==> src/rtl/lsu.sv <==
// Load/store unit: maps RISC-V funct3 loads/stores onto a word-aligned req/ack bus, stalling the core until completion.
// Optional bus-ack watchdog is compiled in with the LSU_TIMEOUT_EN macro.
module lsu #(
   parameter int WIDTH   = 32,
   parameter int DADDR   = 10,
   parameter int TIMEOUT = 64
) (
   input  logic             clk,
   input  logic             reset,
   input  logic             ld_en,
   input  logic             st_en,
   input  logic [2:0]       funct3,
   input  logic [DADDR-1:0] core_addr,
   input  logic [WIDTH-1:0] core_wdata,
   output logic [WIDTH-1:0] core_rdata,
   output logic             stall,
   output logic             fault,
   output logic             bus_req,
   output logic             bus_we,
   output logic [DADDR-1:0] bus_addr,
   output logic [3:0]       bus_be,
   output logic [WIDTH-1:0] bus_wdata,
   input  logic             bus_ack,
   input  logic [WIDTH-1:0] bus_rdata,
   output logic             bus_err
);
   typedef enum logic [1:0] {IDLE = 2'd0, REQ = 2'd1, DONE = 2'd2} state_t;

   state_t           state_q, state_d;
   logic             bus_req_q, bus_req_d;
   logic             bus_we_q, bus_we_d;
   logic             bus_err_q, bus_err_d;
   logic [DADDR-1:0] bus_addr_q, bus_addr_d;
   logic [3:0]       bus_be_q, bus_be_d;
   logic [WIDTH-1:0] bus_wdata_q, bus_wdata_d;
   logic [WIDTH-1:0] rdata_q, rdata_d;
   logic [2:0]       f3_q, f3_d;
   logic [1:0]       off_q, off_d;

   logic             access;
   logic             legal;
   logic [3:0]       be_new;
   logic [WIDTH-1:0] wdata_new;
   logic [WIDTH-1:0] rd_shift;
   logic [WIDTH-1:0] ld_ext;

`ifdef LSU_TIMEOUT_EN
   localparam int CW = $clog2(TIMEOUT + 1);
   logic [CW-1:0]    cnt_q, cnt_d;
`else
   logic             unused_timeout;
   assign unused_timeout = (TIMEOUT != 0);
`endif

   always_comb begin
      access = ld_en | st_en;
      case (funct3)
         3'b000:  legal = 1'b1;
         3'b001:  legal = ~core_addr[0];
         3'b010:  legal = (core_addr[1:0] == 2'b00);
         3'b100:  legal = ld_en;
         3'b101:  legal = ld_en & ~core_addr[0];
         default: legal = 1'b0;
      endcase

      case (funct3[1:0])
         2'b00: begin
            be_new    = 4'b0001 << core_addr[1:0];
            wdata_new = {4{core_wdata[7:0]}};
         end
         2'b01: begin
            be_new    = core_addr[1] ? 4'b1100 : 4'b0011;
            wdata_new = {2{core_wdata[15:0]}};
         end
         default: begin
            be_new    = 4'b1111;
            wdata_new = core_wdata;
         end
      endcase

      // Byte/half lanes are right-justified by the offset latched at issue
      rd_shift = bus_rdata >> {off_q, 3'b000};
      case (f3_q[1:0])
         2'b00:   ld_ext = {{24{~f3_q[2] & rd_shift[7]}}, rd_shift[7:0]};
         2'b01:   ld_ext = {{16{~f3_q[2] & rd_shift[15]}}, rd_shift[15:0]};
         default: ld_ext = bus_rdata;
      endcase
   end

   always_comb begin
      state_d     = state_q;
      bus_req_d   = bus_req_q;
      bus_we_d    = bus_we_q;
      bus_err_d   = 1'b0;
      bus_addr_d  = bus_addr_q;
      bus_be_d    = bus_be_q;
      bus_wdata_d = bus_wdata_q;
      rdata_d     = rdata_q;
      f3_d        = f3_q;
      off_d       = off_q;
`ifdef LSU_TIMEOUT_EN
      cnt_d       = cnt_q;
`endif
      case (state_q)
         IDLE: begin
            if (access && legal) begin
               state_d     = REQ;
               bus_req_d   = 1'b1;
               bus_we_d    = st_en;
               bus_addr_d  = {core_addr[DADDR-1:2], 2'b00};
               bus_be_d    = be_new;
               bus_wdata_d = wdata_new;
               f3_d        = funct3;
               off_d       = core_addr[1:0];
`ifdef LSU_TIMEOUT_EN
               cnt_d       = '0;
`endif
            end
         end
         REQ: begin
            if (bus_ack && bus_req_q) begin
               state_d   = DONE;
               bus_req_d = 1'b0;
               if (!bus_we_q) rdata_d = ld_ext;
            end
`ifdef LSU_TIMEOUT_EN
            else if (cnt_q == CW'(TIMEOUT - 1)) begin
               state_d   = DONE;
               bus_req_d = 1'b0;
               bus_err_d = 1'b1;
               rdata_d   = '0;
            end else begin
               cnt_d = cnt_q + 1'b1;
            end
`endif
         end
         default: state_d = IDLE;
      endcase
   end

   always_ff @(posedge clk) begin
      if (reset) begin
         state_q     <= IDLE;
         bus_req_q   <= 1'b0;
         bus_we_q    <= 1'b0;
         bus_err_q   <= 1'b0;
         bus_addr_q  <= '0;
         bus_be_q    <= '0;
         bus_wdata_q <= '0;
         rdata_q     <= '0;
         f3_q        <= '0;
         off_q       <= '0;
`ifdef LSU_TIMEOUT_EN
         cnt_q       <= '0;
`endif
      end else begin
         state_q     <= state_d;
         bus_req_q   <= bus_req_d;
         bus_we_q    <= bus_we_d;
         bus_err_q   <= bus_err_d;
         bus_addr_q  <= bus_addr_d;
         bus_be_q    <= bus_be_d;
         bus_wdata_q <= bus_wdata_d;
         rdata_q     <= rdata_d;
         f3_q        <= f3_d;
         off_q       <= off_d;
`ifdef LSU_TIMEOUT_EN
         cnt_q       <= cnt_d;
`endif
      end
   end

   assign stall      = access & legal & (state_q != DONE);
   assign fault      = access & ~legal & (state_q == IDLE);
   assign core_rdata = (fault & ld_en) ? '0 : rdata_q;
   assign bus_req    = bus_req_q;
   assign bus_we     = bus_we_q;
   assign bus_addr   = bus_addr_q;
   assign bus_be     = bus_be_q;
   assign bus_wdata  = bus_wdata_q;
   assign bus_err    = bus_err_q;

endmodule

==> config.mk <==
export PLATFORM = sky130hd
export DESIGN_NAME = lsu
export DESIGN_NICKNAME = d
export VERILOG_FILES = /design/src/rtl/lsu.sv
export SDC_FILE = /design/constraint.sdc
export NUM_CORES = 1
export LEC_CHECK = 0
export BUFFER_PORTS_ARGS = -buffer_cell sky130_fd_sc_hd__buf_2
export CAP_MARGIN = 20
export CORE_AREA = 2 2 99 101
export DETAILED_ROUTE_END_ITERATION = 8
export DIE_AREA = 0 0 101 103
export PLACE_DENSITY = 0.81
export SLEW_MARGIN = 15
export SYNTH_ARGS = -nofsm -noshare
export SYNTH_HDL_FRONTEND = slang
export SYNTH_SLANG_ARGS = --single-unit
==> constraint.sdc <==
create_clock -name clk -period 2.1 [get_ports clk]
set_clock_uncertainty 0.1 [all_clocks]
set_input_delay 0.42 -clock clk [delete_from_list [all_inputs] [get_ports clk]]
set_output_delay 0.42 -clock clk [all_outputs]
set_load 0.03 [all_outputs]
==> reports/results.md, run 1 <==
| Group | Item | This run |
|:---|:---|:---|
| detailed routing | Number of detailed-route iterations in the first pass | 5 |
| pwr | Standby leakage power | 2.55 nW |
| detailed routing | Remaining DRCs | 0 |
| worst setup path | Number of buffers and inverters on the critical path | 4 |
| pwr | Net switching fraction of the power | 32.5% |
| clock network | Hold buffers post-CTS | 0 |
| placement | Half-perimeter wire length after detailed placement | 9880 um |
| cells and area | Final standard cell area without fillers | 6110 um2 |
| sta | Worst-margin pin slew | 0.818 ns |
| die | X dimension of the die | 101 um |
| global route | Antenna violations before repair | 0 |
| pwr | Fraction of power consumed by combinational cells | 25.3% |
| pwr | Worst ir drop on vdd | 0.441 mV |
| placement | Post-placement setup slack | -0.104 ns |
| sta | Final number of setup-violating endpoints | 32 |
| cells and area | Share of final-layout standard cells stronger than drive strength 1 | 37.5% |
| worst setup path | Path type of the worst setup path | in2out |
| clock network | Number of clock sinks | 85 |
| sta | Fin Hold WS | 0.207 ns |
| worst setup path | Critical path required time | 1.58 ns |
| pwr | Total chip power | 0.00391 W |
| sta | Period Utilization, post-route | 103% |
| sta | Maximum operating frequency | 0.462 GHz |
| worst setup path | Crit path capture type | output port |
| placement | Total cell area at the placement stage | 5520 um2 |
| worst setup path | Slack of the worst reg-to-reg path | 0.25 ns |
| worst setup path | Slowest library cell on the worst path | sky130_fd_sc_hd__nor4_4 |
| die | Standard-cell row count | 36 |
| cells and area | Top library cells by usage in the layout, fill and taps aside | sky130_fd_sc_hd__buf_2, sky130_fd_sc_hd__dfxtp_1, sky130_fd_sc_hd__a21oi_1 |
| clock network | Inserted Clock Buffers | 9 |
| worst setup path | Kind of cell with the highest combined delay on the critical path | simple AND/OR/NAND/NOR gates |
| worst setup path | Cells on worst reg2reg path | 5 |
| synth | Proportion of synthesized flip-flops having asynchronous set or reset | 0% |
| worst setup path | Delay of the slowest cell on the worst path | 0.27 ns |
| synth | Flip-flop cell with the highest count after synthesis | sky130_fd_sc_hd__dfxtp_1 |
| detailed routing | Via count | 4754 |
| synth | Synth Cell Area | 4530 um2 |
| clock network | Insertion delay to the later sink of the worst-skew pair | 0.36 ns |
| cells and area | Layout overhead on the synthesized area | 34.9% |
| worst setup path | Kind of launch point of the worst setup path | primary input |
| clock network | TritonCTS clock tree | built |
| clock network | Number of buffers between clock root and the deepest sink | 2 |
| detailed routing | Routed length per instance | 17.9 um |
| global route | Combined global-route utilization of all metal layers | 27.0% |
| placement | Quantity of I/O buffers inserted on ports | 161 |
| worst setup path | Largest driver fanout on the critical path | 8 |
| sta | Fin. Hold Viols | 0 |
| global route | Remaining global-route overflow | 0 |
| synth | Number of enable flip-flop cells after synthesis | 0 |
| detailed routing | Post-Route WL | 14700 um |
| detailed routing | Via density | 5.78 |
| synth | Syn. warnings | 0 |
| sta | Max-slew violation count | 0 |
| synth | Post-Syn Instances | 556 |
| global route | Pin count of the biggest net entering global routing | 86 |
| global route | First-pass GRT wire length | 22100 um |
| sta | Worst rel slew slack | 45.5% |
| min path | Number of instances on the worst hold path | 3 |
| worst setup path | WP data arrival | 1.65 ns |
| die | Die Ht | 103 um |
| synth | Fraction of the yosys area taken by sequential cells | 37.6% |
| worst setup path | Sequence of cells on the critical path | buf_8 > nor4_4 > buf_4 > a21oi_4 > nand3_4 > clkbuf_16 > and2_4 > buf_6 |
| die | Floorplan core area | 9460 um2 |
| global route | Number of global-route vias before repair | 4521 |
| pwr | Power per unit of standard cell area | 639 nW/um2 |
| sta | Final critical-path required period | 2.17 ns |
| pwr | Proportion of power drawn by flip-flops and latches | 44.6% |
| placement | Gp weighted congestion | 0.916 |
| clock network | Root Buffer Master | sky130_fd_sc_hd__clkbuf_8 |
| detailed routing | First DRT Iteration DRCs | 142 |
| synth | Number of distinct library cell variants in the gate-level netlist after synthesis | 42 |
| pwr | Net switching power figure | 0.00127 W |
| status | Result of the run | finished with violations |
| cells and area | Final Net Count | 785 |
| min path | Classification of the worst-slack hold path | in2reg |
| job | Maximum Capacitance Violations | 0 |
| pwr | Clk pwr share | 30.1% |
| die | Initial Util | 47.9% |
| die | Full die area | 10400 um2 |
| die | Count of boundary I/O pins | 165 |
| status | Failing checks | negative setup slack |
| clock network | H-tree levels | 3 |
| sta | Post-Route Setup TNS | -1.62 ns |
| cells and area | Most frequent standard cell in the layout excluding fill and tap cells | sky130_fd_sc_hd__buf_2 |
| worst setup path | Worst path depth | 8 |
| sta | Unrepaired setup endpoints after global routing | true |
| synth | Number of synthesized register bits | 85 |
| sta | Worst Setup Slack, final | -0.0659 ns |
| pwr | Cell-internal power | 0.00264 W |
| clock network | CTS clk-pin slew, worst paths | 0.09 ns |
| detailed routing | Post-detailed-route count of antenna-violating nets | 0 |
| synth | Mean cell area of the mapped netlist | 8.15 um2 |
state kept, by name, summed over array words and instances (netlist names):
register / count
bus_we: 1
off_q: 2
bus_req: 1
f3_q: 3
rdata_q: 32
state_q: 2
bus_addr: 8
bus_wdata: 32
bus_be: 4
synth_stat cells, types with 2 or more instances:
cell / count / area share [%]
sky130_fd_sc_hd__a211oi_1: 17 / 2.8
sky130_fd_sc_hd__a211oi_2: 8 / 2.2
sky130_fd_sc_hd__a21oi_1: 81 / 8.9
sky130_fd_sc_hd__a2bb2oi_1: 7 / 1.4
sky130_fd_sc_hd__a311oi_1: 4 / 0.77
sky130_fd_sc_hd__and2_1: 40 / 5.5
sky130_fd_sc_hd__buf_2: 16 / 1.8
sky130_fd_sc_hd__buf_4: 6 / 0.99
sky130_fd_sc_hd__buf_6: 3 / 0.75
sky130_fd_sc_hd__clkbuf_1: 33 / 2.7
sky130_fd_sc_hd__dfxtp_1: 85 / 38
sky130_fd_sc_hd__mux2i_1: 40 / 8.8
sky130_fd_sc_hd__nand2_1: 38 / 3.1
sky130_fd_sc_hd__nand2b_1: 9 / 1.2
sky130_fd_sc_hd__nand3_1: 32 / 3.5
sky130_fd_sc_hd__nor2_1: 18 / 1.5
sky130_fd_sc_hd__nor2b_1: 4 / 0.55
sky130_fd_sc_hd__nor3_1: 18 / 2.0
sky130_fd_sc_hd__nor4_1: 2 / 0.28
sky130_fd_sc_hd__o21ai_0: 45 / 5.0
sky130_fd_sc_hd__o21ai_1: 9 / 0.99
sky130_fd_sc_hd__o21ai_2: 2 / 0.39
sky130_fd_sc_hd__o221ai_1: 7 / 1.4
sky130_fd_sc_hd__o22ai_1: 8 / 1.1
sky130_fd_sc_hd__o2bb2ai_1: 7 / 1.4
through the flow:
| stage | instances | utilization, % |
|---|---|---|
| floorplan | 558 | - |
| global placement | 802 | 58.4 |
| detailed placement | 802 | 58.4 |
| CTS | 818 | 63.0 |
| global route | 821 | 64.6 |
| finish | 822 | 64.6 |
path summary, 6_finish.rpt:
path,startpoint,endpoint
worst max register to register,off_q[0]$_SDFFE_PP0P_,rdata_q[6]$_SDFFE_PP0P_
worst max-delay path,funct3[2],core_rdata[14]
worst min-delay path,core_addr[5],bus_addr[5]$_SDFFE_PP0P_
worst min register to register,rdata_q[2]$_SDFFE_PP0P_,rdata_q[2]$_SDFFE_PP0P_
power groups by stage:
stage / logic [W] / clock network, W / registers [W]
after floorplan: 0.000460 / 0 / 0.00190
after global placement: 0.000893 / 0 / 0.00177
after detailed placement: 0.000911 / 0 / 0.00178
after CTS: 0.000941 / 0.00119 / 0.00174
after global routing: 0.00106 / 0.00125 / 0.00175
final: 0.000989 / 0.00117 / 0.00174
per-layer routing:
layer	up-vias	wire, um	share of wire (%)	track usage [%]
met3	26	1100	7.5	5.90
met2	201	7350	50	46.6
met4	0	309	2.1	10.7
met5	-	0	0	0
li1	2291	-	-	-
met1	2236	5930	40	32.9
worst reg2reg max path: cells and delay by family, from the launching register on:
kind | cells | cell delay [ns]
flops | 1 | 0.51
buf+inv | 1 | 0.35
compound gates | 2 | 0.38
simple gates | 2 | 0.45
what timing repair did:
action	CTS	global route
endpoints found under the setup margin	33	33
cloned	1	2
pin swaps	1	28
resized for setup	70	38
buffers inserted	0	1
area by class of cell:
cell class | instances | area (um2)
Antenna cell | 1 | 2.50
Fill cell | 832 | 3350
Clock buffer | 11 | 141
Clock inverter | 4 | 48.8
Inverter | 1 | 3.75
Timing Repair Buffer | 194 | 1390
Sequential cell | 85 | 1700
Multi-Input combinational cell | 412 | 2680
Tap cell | 114 | 143
cells by family (layout without fill, tap and decap cells):
logic type	count (synthesis)	count (layout)	synth area share (%)
mux	41	41	9.09
other cells	1	4	0.0828
flops	85	85	37.6
buf+inv	61	210	6.52
compound gates	202	202	27.8
simple gates	166	166	18.9
Note: power is estimated with default switching activity, not from simulation.
==> inputs of run 2 (changes only) <==
Clock period 2.1 ns to 2.25 ns, I/O delays scaled along.
==> reports/results.md, run 2 (synthesis gave the netlist of run 1 again) <==
| Group | Item | This run | Change |
|:---|:---|:---|:---|
| die | Count of boundary I/O pins | 165 | unchanged |
| global route | Number of global-route vias before repair | 4302 | was 4521 |
| clock network | Number of buffers between clock root and the deepest sink | 2 | unchanged |
| detailed routing | Post-detailed-route count of antenna-violating nets | 0 | unchanged |
| pwr | Standby leakage power | 2.45 nW | was 2.55 nW |
| sta | Maximum operating frequency | 0.456 GHz |  |
| sta | Worst-margin pin slew | 0.824 ns | was 0.818 ns |
| placement | Half-perimeter wire length after detailed placement | 9680 um | was 9880 um |
| detailed routing | Via count | 4677 | was 4754 |
| global route | Remaining global-route overflow | 0 | unchanged |
| global route | First-pass GRT wire length | 21100 um | was 22100 um |
| detailed routing | Routed length per instance | 17.1 um | was 17.9 um |
| sta | Fin. Hold Viols | 0 | unchanged |
| cells and area | Top library cells by usage in the layout, fill and taps aside | sky130_fd_sc_hd__buf_2, sky130_fd_sc_hd__dfxtp_1, sky130_fd_sc_hd__a21oi_1 | unchanged |
| sta | Unrepaired setup endpoints after global routing | true | unchanged |
| clock network | Number of clock sinks | 85 | unchanged |
| worst setup path | Sequence of cells on the critical path | buf_2 > nor4_2 > buf_4 > a21oi_2 > buf_4 > nor3_2 > clkbuf_4 | was buf_8 > nor4_4 > buf_4 > a21oi_4 > nand3_4 > clkbuf_16 > and2_4 > buf_6 |
| cells and area | Layout overhead on the synthesized area | 29.4% | was 34.9% |
| sta | Worst rel slew slack | 45.1% | was 45.5% |
| sta | Period Utilization, post-route | 97.4% |  |
| die | Full die area | 10400 um2 | unchanged |
| placement | Quantity of I/O buffers inserted on ports | 161 | unchanged |
| status | Result of the run | finished, final reports clean | was finished with violations |
| global route | Pin count of the biggest net entering global routing | 86 | unchanged |
| cells and area | Most frequent standard cell in the layout excluding fill and tap cells | sky130_fd_sc_hd__buf_2 | unchanged |
| worst setup path | Crit path capture type | output port | unchanged |
| worst setup path | Critical path required time | 1.70 ns | was 1.58 ns |
| detailed routing | Post-Route WL | 14000 um | was 14700 um |
| cells and area | Share of final-layout standard cells stronger than drive strength 1 | 32.8% | was 37.5% |
| clock network | H-tree levels | 3 | unchanged |
| global route | Antenna violations before repair | 1 | was 0 |
| global route | Combined global-route utilization of all metal layers | 25.9% | was 27.0% |
| worst setup path | Kind of launch point of the worst setup path | primary input | unchanged |
| die | Die Ht | 103 um | unchanged |
| worst setup path | WP data arrival | 1.64 ns | was 1.65 ns |
| clock network | Hold buffers post-CTS | 0 | unchanged |
| worst setup path | Most numerous cell on the critical path | sky130_fd_sc_hd__buf_4 |  |
| min path | Classification of the worst-slack hold path | in2reg | unchanged |
| pwr | Worst ir drop on vdd | 0.432 mV | was 0.441 mV |
| detailed routing | Remaining DRCs | 0 | unchanged |
| worst setup path | Path type of the worst setup path | in2out | unchanged |
| detailed routing | Number of detailed-route iterations in the first pass | 5 | unchanged |
| detailed routing | First DRT Iteration DRCs | 188 | was 142 |
| cells and area | Final Non-Filler Cells | 816 | was 822 |
| sta | Post-Route Setup TNS | 0 ns | was -1.62 ns |
| die | Initial Util | 47.9% | unchanged |
| pwr | Power per unit of standard cell area | 642 nW/um2 | was 639 nW/um2 |
| clock network | TritonCTS clock tree | built | unchanged |
| job | Maximum Capacitance Violations | 0 | unchanged |
| clock network | Root Buffer Master | sky130_fd_sc_hd__clkbuf_8 | unchanged |
| placement | Number of cells after detailed placement | 798 | was 802 |
| detailed routing | Via density | 5.73 | was 5.78 |
| die | Standard-cell row count | 36 | unchanged |
| sta | Final critical-path required period | 2.19 ns |  |
| clock network | CTS clk-pin slew, worst paths | 0.09 ns | about the same |
| worst setup path | Largest driver fanout on the critical path | 32 | was 8 |
| sta | Max-slew violation count | 0 | unchanged |
| die | X dimension of the die | 101 um | unchanged |
| die | Floorplan core area | 9460 um2 | unchanged |
| clock network | Insertion delay to the later sink of the worst-skew pair | 0.36 ns | about the same |
| placement | Gp weighted congestion | 0.927 | was 0.916 |
| sta | Final number of setup-violating endpoints | 0 | was 32 |
| clock network | Inserted Clock Buffers | 9 | unchanged |
| worst setup path | Slowest library cell on the worst path | sky130_fd_sc_hd__nor4_2 | was sky130_fd_sc_hd__nor4_4 |
| cells and area | Final Net Count | 778 | was 785 |
| worst setup path | Delay of the slowest cell on the worst path | 0.26 ns | was 0.27 ns |
==> run 2: cell types whose count changed in the layout (fill, tap and decap cells not counted), sizes merged <==
cell / before / now
inv: 1 / 2
bufinv: 1 / 2
clkinvlp: 0 / 1
clkinv: 3 / 1
buf: 192 / 184
clkbuf: 13 / 14
==> run 2: power by group <==
part,internal (W),switching (W)
clock network,0.000689,0.000578
logic,0.000311,0.000559
registers,0.00158,0.0000459
==> run 2: final timing paths <==
path | slack (ns) | cells past startpoint | from | to
worst max-delay path | 0.06 | 7 | core_addr[1] | stall
worst min-delay path | 0.23 | 3 | core_addr[4] | bus_addr[4]$_SDFFE_PP0P_
worst max register to register | 0.33 | 5 | off_q[1]$_SDFFE_PP0P_ | rdata_q[8]$_SDFFE_PP0P_
worst min register to register | 0.36 | 2 | rdata_q[1]$_SDFFE_PP0P_ | rdata_q[1]$_SDFFE_PP0P_
==> run 2: critical path: cells and delay by family <==
family / cells / cell delay, ns
simple gates: 2 / 0.43
buf+inv: 4 / 0.72
compound gates: 1 / 0.04
==> run 2: layout make-up <==
type	count	area, um2
repair buffers	187	1190
well taps	114	143
clock buffers	11	151
flip-flops and latches	85	1700
clock inverters	5	81.3
inverters	1	3.75
diodes	1	2.50
fillers	824	3600
multi-input cells	412	2590
==> run 2: timing repair <==
action,4_1_cts,5_1_grt
pin swaps,0,1
buffers inserted,0,0
gates cloned,0,1
resized for setup,6,70
setup endpoints to repair,6,33
==> run 2: layer usage <==
metal | up-vias | track usage, % | share of wire, %
met5 | - | 0 | 0.093
li1 | 2286 | - | -
met2 | 207 | 43.6 | 49
met3 | 28 | 7.53 | 8.3
met4 | 2 | 10.8 | 2.3
met1 | 2154 | 31.0 | 41
==> run 2: stage by stage <==
| step | hold WS, ns | util, % | total power [W] | instance area, um2 | worst slack, ns |
|---|---|---|---|---|---|
| finish | 0.230 | 62.0 | 0.00376 | 5860 | 0.0586 |
| global route | 0.226 | 61.9 | 0.00392 | 5860 | -0.0352 |
| CTS | 0.212 | 60.3 | 0.00376 | 5700 | 0.00313 |
| detailed placement | 0.345 | 57.6 | 0.00250 | 5450 | -0.00733 |
| global placement | 0.341 | 57.6 | 0.00249 | 5450 | 0.0288 |
| floorplan | 0.332 | - | 0.00220 | 4550 | 0.0151 |
